==> config.mk <==
export PLATFORM = sky130hd
export DESIGN_NAME = naive_bus_uart_tx
export DESIGN_NICKNAME = d
export VERILOG_FILES = /design/src/rtl/naive_bus_uart_pkg.sv /design/src/rtl/naive_bus_uart_tx_fifo.sv /design/src/rtl/naive_bus_uart_tx.sv
export SDC_FILE = /design/constraint.sdc
export NUM_CORES = 1
export LEC_CHECK = 0
export ABC_CLOCK_PERIOD_IN_PS = 4710
export BUFFER_PORTS_ARGS = -buffer_cell sky130_fd_sc_hd__buf_2
export CAP_MARGIN = 20
export CORE_MARGIN = 4
export CORE_UTILIZATION = 50
export CTS_CLUSTER_SIZE = 12
export DETAILED_ROUTE_END_ITERATION = 16
export PLACE_DENSITY = 0.75
export SKIP_CTS_REPAIR_TIMING = 1
export SLEW_MARGIN = 20
export SYNTH_ARGS = -nofsm -noshare
export SYNTH_HDL_FRONTEND = slang
export SYNTH_SLANG_ARGS = --single-unit
==> constraint.sdc <==
create_clock -name clk -period 4.71 [get_ports clk]
set_input_delay 0.7065 -clock clk [delete_from_list [all_inputs] [get_ports clk]]
set_output_delay 0.7065 -clock clk [all_outputs]
set_load 0.02 [all_outputs]
==> src/rtl/naive_bus_uart_pkg.sv <==
// Shared definitions for the naive_bus UART transmitter: register offsets, STATUS bits, tx FSM states.
// No logic; the baud divisor helper maps a programmed 0 onto the shortest legal bit time.
// No flow control here; it lives in the users of the package.
package naive_bus_uart_pkg;

  localparam logic [1:0] UART_TXDATA = 2'd0;
  localparam logic [1:0] UART_STATUS = 2'd1;
  localparam logic [1:0] UART_DIV    = 2'd2;
  localparam logic [1:0] UART_RSVD   = 2'd3;

  localparam int STAT_FULL      = 0;
  localparam int STAT_EMPTY     = 1;
  localparam int STAT_BUSY      = 2;
  localparam int STAT_PARITY    = 3;
  localparam int STAT_COUNT_LSB = 8;

  typedef enum logic [2:0] {
    TX_IDLE,
    TX_START,
    TX_DATA,
    TX_PARITY,
    TX_STOP
  } tx_state_t;

  function automatic logic [15:0] eff_div(input logic [15:0] div);
    return (div == 16'd0) ? 16'd1 : div;
  endfunction

endpackage

==> src/rtl/naive_bus_uart_tx_fifo.sv <==
// Synchronous byte FIFO feeding the UART shifter; dout shows the head entry combinationally.
// Latency: a pushed byte is visible at dout one cycle after the push edge.
// Backpressure: push is dropped when full, pop is dropped when empty; full/empty are registered.
module uart_tx_fifo #(
  parameter int DEPTH = 16
) (
  input  logic                     clk,
  input  logic                     rstn,
  input  logic                     push,
  input  logic                     pop,
  input  logic [7:0]               din,
  output logic [7:0]               dout,
  output logic                     full,
  output logic                     empty,
  output logic [$clog2(DEPTH):0]   count
);

  localparam int AW = $clog2(DEPTH);
  localparam int CW = AW + 1;

  logic [7:0]    mem [DEPTH];
  logic [AW-1:0] wr_ptr;
  logic [AW-1:0] rd_ptr;
  logic [CW-1:0] count_nxt;
  logic          do_push;
  logic          do_pop;

  assign do_push = push && !full;
  assign do_pop  = pop && !empty;
  assign dout    = mem[rd_ptr];

  always_comb begin
    count_nxt = count;
    case ({do_push, do_pop})
      2'b10:   count_nxt = count + CW'(1);
      2'b01:   count_nxt = count - CW'(1);
      default: count_nxt = count;
    endcase
  end

  always_ff @(posedge clk) begin
    if (!rstn) begin
      wr_ptr <= '0;
      rd_ptr <= '0;
      count  <= '0;
      full   <= 1'b0;
      empty  <= 1'b1;
    end else begin
      if (do_push) wr_ptr <= wr_ptr + AW'(1);
      if (do_pop)  rd_ptr <= rd_ptr + AW'(1);
      count <= count_nxt;
      full  <= (count_nxt == CW'(DEPTH));
      empty <= (count_nxt == '0);
    end
  end

  always_ff @(posedge clk) begin
    if (do_push) mem[wr_ptr] <= din;
  end

endmodule

==> src/rtl/naive_bus_uart_tx.sv <==
// naive_bus slave UART transmitter, 8N1 (even parity frame when UART_TX_PARITY_EN is defined).
// Latency: rd_data one cycle after rd_req; start bit begins one cycle after a byte lands in an empty FIFO.
// Backpressure: wr_gnt drops only for TXDATA byte writes while the FIFO is full; reads always granted.
module naive_bus_uart_tx #(
  parameter int          FIFO_DEPTH  = 16,
  parameter logic [15:0] DEFAULT_DIV = 16'd868
) (
  input  logic        clk,
  input  logic        rstn,
  input  logic        rd_req,
  input  logic [3:0]  rd_be,
  input  logic [31:0] rd_addr,
  output logic [31:0] rd_data,
  output logic        rd_gnt,
  input  logic        wr_req,
  input  logic [3:0]  wr_be,
  input  logic [31:0] wr_addr,
  input  logic [31:0] wr_data,
  output logic        wr_gnt,
  output logic        uart_tx
);

  import naive_bus_uart_pkg::*;

`ifdef UART_TX_PARITY_EN
  localparam logic PARITY_EN = 1'b1;
`else
  localparam logic PARITY_EN = 1'b0;
`endif
  localparam int CW = $clog2(FIFO_DEPTH) + 1;

  logic [15:0]   div_q;
  logic [15:0]   bit_len;
  logic [15:0]   baud_cnt;
  logic [2:0]    bit_idx;
  logic [7:0]    shifter;
  tx_state_t     state;
  logic [CW-1:0] fifo_count;
  logic [7:0]    fifo_dout;
  logic          fifo_full;
  logic          fifo_empty;
  logic          fifo_push;
  logic          fifo_pop;
  logic          wr_txdata;
  logic          wr_div;
  logic [31:0]   rd_mux;
  logic          unused_bits;

  assign unused_bits = ^{rd_be, rd_addr[31:4], rd_addr[1:0], wr_addr[31:4], wr_addr[1:0],
                         wr_data[31:16], wr_be[3:2]};

  assign wr_txdata = wr_req && (wr_addr[3:2] == UART_TXDATA) && wr_be[0];
  assign wr_div    = wr_req && (wr_addr[3:2] == UART_DIV);
  assign wr_gnt    = !(wr_txdata && fifo_full);
  assign fifo_push = wr_txdata && !fifo_full;
  assign rd_gnt    = 1'b1;

  // Pop on frame start from idle, or at the end of a stop bit to chain frames with no gap.
  assign fifo_pop = !fifo_empty &&
                    ((state == TX_IDLE) || ((state == TX_STOP) && (baud_cnt == 16'd0)));
  assign bit_len  = eff_div(div_q) - 16'd1;

  uart_tx_fifo #(.DEPTH(FIFO_DEPTH)) u_fifo (
    .clk   (clk),
    .rstn  (rstn),
    .push  (fifo_push),
    .pop   (fifo_pop),
    .din   (wr_data[7:0]),
    .dout  (fifo_dout),
    .full  (fifo_full),
    .empty (fifo_empty),
    .count (fifo_count)
  );

  always_ff @(posedge clk) begin
    if (!rstn) begin
      div_q <= DEFAULT_DIV;
    end else if (wr_div) begin
      if (wr_be[0]) div_q[7:0]  <= wr_data[7:0];
      if (wr_be[1]) div_q[15:8] <= wr_data[15:8];
    end
  end

  always_comb begin
    rd_mux = '0;
    case (rd_addr[3:2])
      UART_STATUS: begin
        rd_mux[STAT_FULL]               = fifo_full;
        rd_mux[STAT_EMPTY]              = fifo_empty;
        rd_mux[STAT_BUSY]               = (state != TX_IDLE);
        rd_mux[STAT_PARITY]             = PARITY_EN;
        rd_mux[STAT_COUNT_LSB +: 8]     = 8'(fifo_count);
      end
      UART_DIV: rd_mux[15:0] = div_q;
      default:  rd_mux = '0;
    endcase
  end

  always_ff @(posedge clk) begin
    if (!rstn) begin
      rd_data <= '0;
    end else if (rd_req && rd_gnt) begin
      rd_data <= rd_mux;
    end
  end

`ifdef UART_TX_PARITY_EN
  logic parity_q;

  always_ff @(posedge clk) begin
    if (!rstn) begin
      parity_q <= 1'b0;
    end else if (fifo_pop) begin
      parity_q <= ^fifo_dout;
    end
  end
`endif

  always_ff @(posedge clk) begin
    if (!rstn) begin
      state    <= TX_IDLE;
      uart_tx  <= 1'b1;
      baud_cnt <= '0;
      bit_idx  <= '0;
      shifter  <= '0;
    end else begin
      case (state)
        TX_IDLE: begin
          if (fifo_pop) begin
            state    <= TX_START;
            shifter  <= fifo_dout;
            uart_tx  <= 1'b0;
            baud_cnt <= bit_len;
          end
        end
        default: begin
          if (baud_cnt != 16'd0) begin
            baud_cnt <= baud_cnt - 16'd1;
          end else begin
            // The divisor is sampled only here, so a DIV write never stretches the current bit.
            baud_cnt <= bit_len;
            case (state)
              TX_START: begin
                state   <= TX_DATA;
                bit_idx <= 3'd0;
                uart_tx <= shifter[0];
              end
              TX_DATA: begin
                if (bit_idx == 3'd7) begin
`ifdef UART_TX_PARITY_EN
                  state   <= TX_PARITY;
                  uart_tx <= parity_q;
`else
                  state   <= TX_STOP;
                  uart_tx <= 1'b1;
`endif
                end else begin
                  bit_idx <= bit_idx + 3'd1;
                  shifter <= {1'b0, shifter[7:1]};
                  uart_tx <= shifter[1];
                end
              end
`ifdef UART_TX_PARITY_EN
              TX_PARITY: begin
                state   <= TX_STOP;
                uart_tx <= 1'b1;
              end
`endif
              TX_STOP: begin
                if (fifo_pop) begin
                  state   <= TX_START;
                  shifter <= fifo_dout;
                  uart_tx <= 1'b0;
                end else begin
                  state   <= TX_IDLE;
                  uart_tx <= 1'b1;
                end
              end
              default: begin
                state   <= TX_IDLE;
                uart_tx <= 1'b1;
              end
            endcase
          end
        end
      endcase
    end
  end

endmodule
==> qor.csv, run 1 <==
stage,metric,value,unit
run_status,status,completed,
setup_path,r2r_end,u_fifo.empty,
job,maxCapViolCount,0,
timing,finClkSkew,9.958,ps
setup_path,cp_data_required_time,5070,ps
timing,hold_viol,0,
setup_path,start_kind,flop,
logic_synthesis,yosys.cell_count.top_type,edfxtp_1,
clocking,cts_root_buffer,clkbuf_16,
route,first_pass_iters,5,
setup_path,crit_path_max_fanout,7,
timing,max_slew_margin,31.20,%
setup_path,critPathCapture,u_fifo.empty,
cells_and_area,drive_gt1_share,15.80,%
logic_synthesis,syn_avg_cell_area,12.01,sq um
logic_synthesis,yosysTopAreaCellShare,40.93,%
logic_synthesis,synthesis.area,9390,sq um
timing,fin_crit_sh,86.87,%
timing,worst_slew_pin_slew,1025,ps
logic_synthesis,ys_warn_count,0,
route,drtAntennaViolNets,0,
setup_path,crit_path_cell_trace,nor3_1 > nand2_1 > o21ai_0 > nand2_1 > inv_1 > ha_1 > xor2_1 > ha_1 > nor3b_1 > a21oi_1 > a211oi_1 > a41oi_1 > a2111oi_0,
route,vias,6336,
clocking,cts_tree,built,
logic_synthesis,ys.flop_type,edfxtp_1,
die,core_area,18210,sq um
route,post_drt_via_cell_ratio,5.989,
timing,tns,0,ps
timing,min_period,4092,ps
route,wire_per_inst,19.46,um
cells_and_area,antenna_cells,0,
clocking,clk_path_buf_depth,3,
logic_synthesis,ys_ff_latch,210,
timing,fmax,0.2444,GHz
die,die_area,21040,sq um
die,pin_count,143,
setup_path,path_buf_inv,1,
route,wirelength,20590,um
die,die_h,145.0,um
clocking,clk_pin_slew_worst_paths,70,ps
logic_synthesis,async_reset_ff_share,0,%
setup_path,path_depth,13,
setup_path,cp_top_family,simple AND/OR/NAND/NOR gates,
timing,setup_violations,0,
clocking,numCtsBuffers,22,
route,drc,0,
route,drtIter0Drc,558,
setup_path,arrival,4450,ps
power_and_ir_drop,finalPower,5410,uW
logic_synthesis,synth_common_cells,"128 x edfxtp_1, 82 x dfxtp_1, 81 x nand2_1",
setup_path,startpoint,baud_cnt[4],
place,placement.io_buffers,43,
setup_path,rrSetupSlack,620,ps
power_and_ir_drop,p_leak,0.003513,uW
logic_synthesis,synth_edf_count,128,
logic_synthesis,ys_seq_area_share,58.41,%
setup_path,r2r_cells,13,
cells_and_area,area_growth,10.74,%
die,start_util,51.57,%
setup_path,crit_path_max_incr_delay,550,ps
logic_synthesis,synth.area.top_cells,"edfxtp_1 41%, dfxtp_1 17%, mux4_2 8.9%",
grt,antenna_found_initial,0,
grt,grt_pass1_vias,5997,
power_and_ir_drop,p_per_area,520.2,nW/um^2
place,routabilityCongestion,0.7935,
grt,grt_usage,19.21,%
clocking,cts_sinks,210,
power_and_ir_drop,vdd_drop_max,0.3684,mV
logic_synthesis,yosysUniqueCellTypes,66,
die,rows,49,
clocking,htree_levels,1,
hold_path,holdCritPathClass,input port to flop,
hold_path,worstHoldStart,wr_data[8],
setup_path,critPathKind,flop to flop,
clocking,clk-insertion-delay-late,510,ps
die,dieWidth,145.0,um
setup_path,crit_path_top_delay_cell,nor3_1,
grt,grt_overflow_total,0,
timing,grt_setup_unrepaired,no,
cells_and_area,final_net_count,936,
timing,report.final.slew_viol_count,0,
logic_synthesis,synthCells,782,
logic_synthesis,synth_largest_area_cell,edfxtp_1,
grt,grt_first_pass_wirelength,32980,um
grt,grt_start_max_net_pins,51,
setup_path,endpoint_kind,flop,
setup_path,rr_startpoint,baud_cnt[4],
place,dp_hpwl,13530,um
[worst reg2reg max path: stages (launching register included)]
cell and delay [ps]:
dfxtp_1 360, nor3_1 550, nand2_1 350, o21ai_0 310, nand2_1 220, inv_1 140, ha_1 320, xor2_1 200
ha_1 270, nor3b_1 280, a21oi_1 70, a211oi_1 240, a41oi_1 110, a2111oi_0 520
[metal layers]
metal | global-route usage [%] | up-vias | wire (um)
li1 | - | 2993 | -
met1 | 27.96 | 3097 | 8982
met2 | 31.55 | 221 | 10120
met3 | 2.588 | 25 | 1235
met4 | 3.610 | 0 | 259
met5 | 0 | - | 0
[how the worst min path moves through the flow]
stage / endpoint / cells after the start
after floorplan: bit_idx[1] / 2
after global placement: rd_data[5] / 2
after detailed placement: rd_data[14] / 2
after CTS: div_q[8] / 3
after global routing: div_q[8] / 3
final: div_q[8] / 3
[flip-flops by register name, summed over array words and instances (netlist names), named ones only]
name / cells
baud_cnt: 16
div_q: 16
u_fifo.empty: 1
u_fifo.rd_ptr: 4
u_fifo.wr_ptr: 4
uart_tx: 1
bit_idx: 3
rd_data: 16
u_fifo.count: 5
u_fifo.mem: 128
state: 3
u_fifo.full: 1
shifter: 8
[final cells by class]
class                           count  area, sq um
Sequential cell                   210         5487
Timing Repair Buffer               56        312.8
Inverter                           16        60.06
Multi-Input combinational cell    507         3592
Fill cell                        1465         7810
Clock inverter                      4        47.55
Tap cell                          229        286.5
Clock buffer                       36        613.1
[placed cells by master (no fill, tap or decap), types with 8 or more instances in the layout]
cell and n:
edfxtp_1 128, nand2_1 81, dfxtp_1 81, nor2_1 57, a21oi_1 52, buf_2 43
mux4_2 37, nand3_1 29, nor3_1 26, clkbuf_16 22, o21ai_0 21, conb_1 17
inv_1 15, nor4_1 15, ha_1 15, mux2i_1 13, clkbuf_1 13, buf_4 13
nand2b_1 12, xor2_1 10, nand4_1 8, a22oi_1 8, a211oi_1 8
[through the flow]
step                hold WS (ps)  cell area, sq um  util [%]  std cells  setup WS, ps
floorplan                  450.0              9447         -        797          1152
global placement           449.0              9738     53.48       1018         808.8
detailed placement         455.6              9738     53.48       1018         795.8
CTS                        421.3             10400     57.11       1058         763.7
global route               428.6             10400     57.11       1058         350.7
finish                     427.9             10400     57.11       1058         618.4
[cells by family (layout without fill, tap and decap cells)]
family                   after synthesis  after routing  share of synthesized area [%]
AND/OR/NAND/NOR                      267            267                          13.82
other                                  2             17                        0.07998
buffers and inverters                 80            112                          3.971
multiplexers                          53             53                          10.62
adder cells (fa/ha/maj)               15             15                          1.999
flip-flops                           210            210                          58.41
XOR/XNOR                              16             16                          1.492
AO/OA/AOI/OAI                        139            139                          9.607
[where the power goes]
part / leakage, uW / internal (uW) / switching (uW)
Combinational: 0.00138 / 652 / 852
Clock: 0.000311 / 898 / 697
Sequential: 0.00182 / 2080 / 227
Note: power is estimated with default switching activity, not from simulation.
==> inputs of run 2 (changes only) <==
--- a/config.mk
+++ b/config.mk
@@ -5,16 +5,14 @@
 export SDC_FILE = /design/constraint.sdc
 export NUM_CORES = 1
 export LEC_CHECK = 0
-export ABC_CLOCK_PERIOD_IN_PS = 4710
 export BUFFER_PORTS_ARGS = -buffer_cell sky130_fd_sc_hd__buf_2
 export CAP_MARGIN = 20
 export CORE_MARGIN = 4
-export CORE_UTILIZATION = 50
+export CORE_UTILIZATION = 40
 export CTS_CLUSTER_SIZE = 12
 export DETAILED_ROUTE_END_ITERATION = 16
-export PLACE_DENSITY = 0.75
+export PLACE_DENSITY = 0.63
 export SKIP_CTS_REPAIR_TIMING = 1
-export SLEW_MARGIN = 20
 export SYNTH_ARGS = -nofsm -noshare
 export SYNTH_HDL_FRONTEND = slang
 export SYNTH_SLANG_ARGS = --single-unit
==> run 2 against run 1 <==
Global-route usage is 3.2 points lower. Clock skew is 2.2 ps lower. Utilization is 11 points lower. Sequential cell count stayed put. Fmax is 5.2% higher. Sequential power hardly changed. Via count is 1.5% lower. Critical path depth is 1 higher. Largest cell class unchanged.
==> qor.csv, run 2 (synthesis results as in run 1) <==
stage,metric,value,unit
setup_path,critPathKind,flop to flop,
clocking,clk_path_buf_depth,3,
die,dieWidth,161.2,um
cells_and_area,largest-register,u_fifo.mem,
route,post_drt_via_cell_ratio,5.445,
timing,tns,0,ps
grt,grtUsageMet2,26.09,%
setup_path,cp_data_required_time,5070,ps
die,die_h,161.2,um
timing,hold_viol,0,
route,drc,0,
setup_path,arrival,4260,ps
die,rows,55,
timing,worst_slew_pin_slew,967.7,ps
grt,grt_first_pass_wirelength,33560,um
job,maxCapViolCount,0,
route,drtIter0Drc,459,
setup_path,endpoint_kind,flop,
clocking,numCtsBuffers,23,
timing,max_slew_margin,35.25,%
grt,antenna_found_initial,0,
clocking,cts_tree,built,
timing,grt_setup_unrepaired,no,
power_and_ir_drop,p_per_area,528.4,nW/um^2
place,pre_cts_ws,871.4,ps
grt,use_met3,2.373,%
power_and_ir_drop,p_leak,0.003592,uW
grt,busiest_layer,met2,
cells_and_area,fin_cells,1146,
grt,grt_pass1_vias,5973,
hold_path,holdCritPathClass,input port to flop,
place,dp_cells,1103,
cells_and_area,area_growth,13.11,%
cells_and_area,nFillCells,2121,
clocking,cts_root_buffer,clkbuf_16,
route,vias,6240,
clocking,clk_pin_slew_worst_paths,60,ps
timing,setup_violations,0,
run_status,status,completed,
cells_and_area,final_cell_mix,"128 x edfxtp_1, 81 x nand2_1, 81 x dfxtp_1",
route,first_pass_iters,5,
clocking,htree_levels,1,
timing,fin_crit_sh,82.62,%
clocking,clk-insertion-delay-late,520,ps
grt,grt_start_max_net_pins,33,
route,wire_per_inst,18.23,um
cells_and_area,antenna_cells,0,
clocking,cts_sinks,210,
power_and_ir_drop,vdd_drop_max,0.3633,mV
place,dp_hpwl,13930,um
cells_and_area,largest_reg_flops,128,
cells_and_area,final_net_count,939,
grt,grt_usage,16.02,%
timing,fmax,0.2570,GHz
die,core_area,22850,sq um
timing,worst_slack,818.8,ps
setup_path,start_kind,flop,
grt,met1_usage,23.04,%
grt,grt_overflow_total,0,
cells_and_area,drive_gt1_share,17.05,%
die,die_area,25990,sq um
die,start_util,41.10,%
place,placement.io_buffers,43,
timing,min_period,3891,ps
setup_path,crit_path_max_fanout,8,
die,pin_count,143,
timing,report.final.slew_viol_count,0,
place,routabilityCongestion,0.7991,
cells_and_area,layout_commonest_cell,edfxtp_1,
route,drtAntennaViolNets,0,
timing,finClkSkew,7.792,ps
route,wirelength,20890,um
[run 2: cell types whose count changed in the layout (fill, tap and decap cells not counted), sizes merged]
cell / previous run / this run
clkbuf: 36 / 35
inv: 16 / 17
clkinv: 3 / 4
buf: 56 / 58
bufinv: 0 / 2
clkinvlp: 1 / 0
[run 2: layer usage]
metal	vias up	wire length, um
met5	-	0
met4	0	375
met3	28	1102
met2	156	9928
met1	3062	9480
li1	2994	-
[run 2: layout make-up]
| type | instances | area, sq um | share of cell area (%) |
|---|---|---|---|
| Sequential cell | 210 | 5487 | 51.66 |
| Multi-Input combinational cell | 507 | 3592 | 33.82 |
| Clock buffer | 35 | 664.4 | 6.255 |
| Tap cell | 313 | 391.6 | 3.687 |
| Timing Repair Buffer | 58 | 327.8 | 3.086 |
| Clock inverter | 7 | 98.84 | 0.9306 |
| Inverter | 16 | 60.06 | 0.5654 |
[run 2: metrics by stage]
stage	hold WS (ps)	area (sq um)	util, %	power (uW)
after floorplan	450.0	9447	-	3469
after global placement	448.9	9851	43.12	3833
after detailed placement	450.6	9851	43.12	3842
after CTS	416.5	10610	46.46	5649
after global routing	419.2	10620	46.49	5945
final	424.6	10620	46.49	5613
[run 2: path summary, 6_finish.rpt]
kind | start | to | slack [ps] | cells after the start
min | wr_data[8] | div_q[8] | 420 | 3
max | baud_cnt[12] | u_fifo.empty | 820 | 14
min reg2reg | rd_data[3] | rd_data[3] | 460 | 2
max reg2reg | baud_cnt[12] | u_fifo.empty | 820 | 14
[run 2: worst max-delay path, cell delays in order (launching register included)]
cell	delay, ps
dfxtp_1	370
nor4_1	500
nand4_1	150
buf_4	180
o21ai_0	230
nand2_1	220
inv_1	140
ha_1	310
xor2_1	190
ha_1	260
nor3b_1	250
a21oi_1	70
a211oi_1	220
a41oi_1	90
a2111oi_0	530
[run 2: report_power, final]
part           total (uW)  internal [uW]  switching, uW
Clock                1790           1090            706
Sequential           2290           2090            201
Combinational        1530            663            869
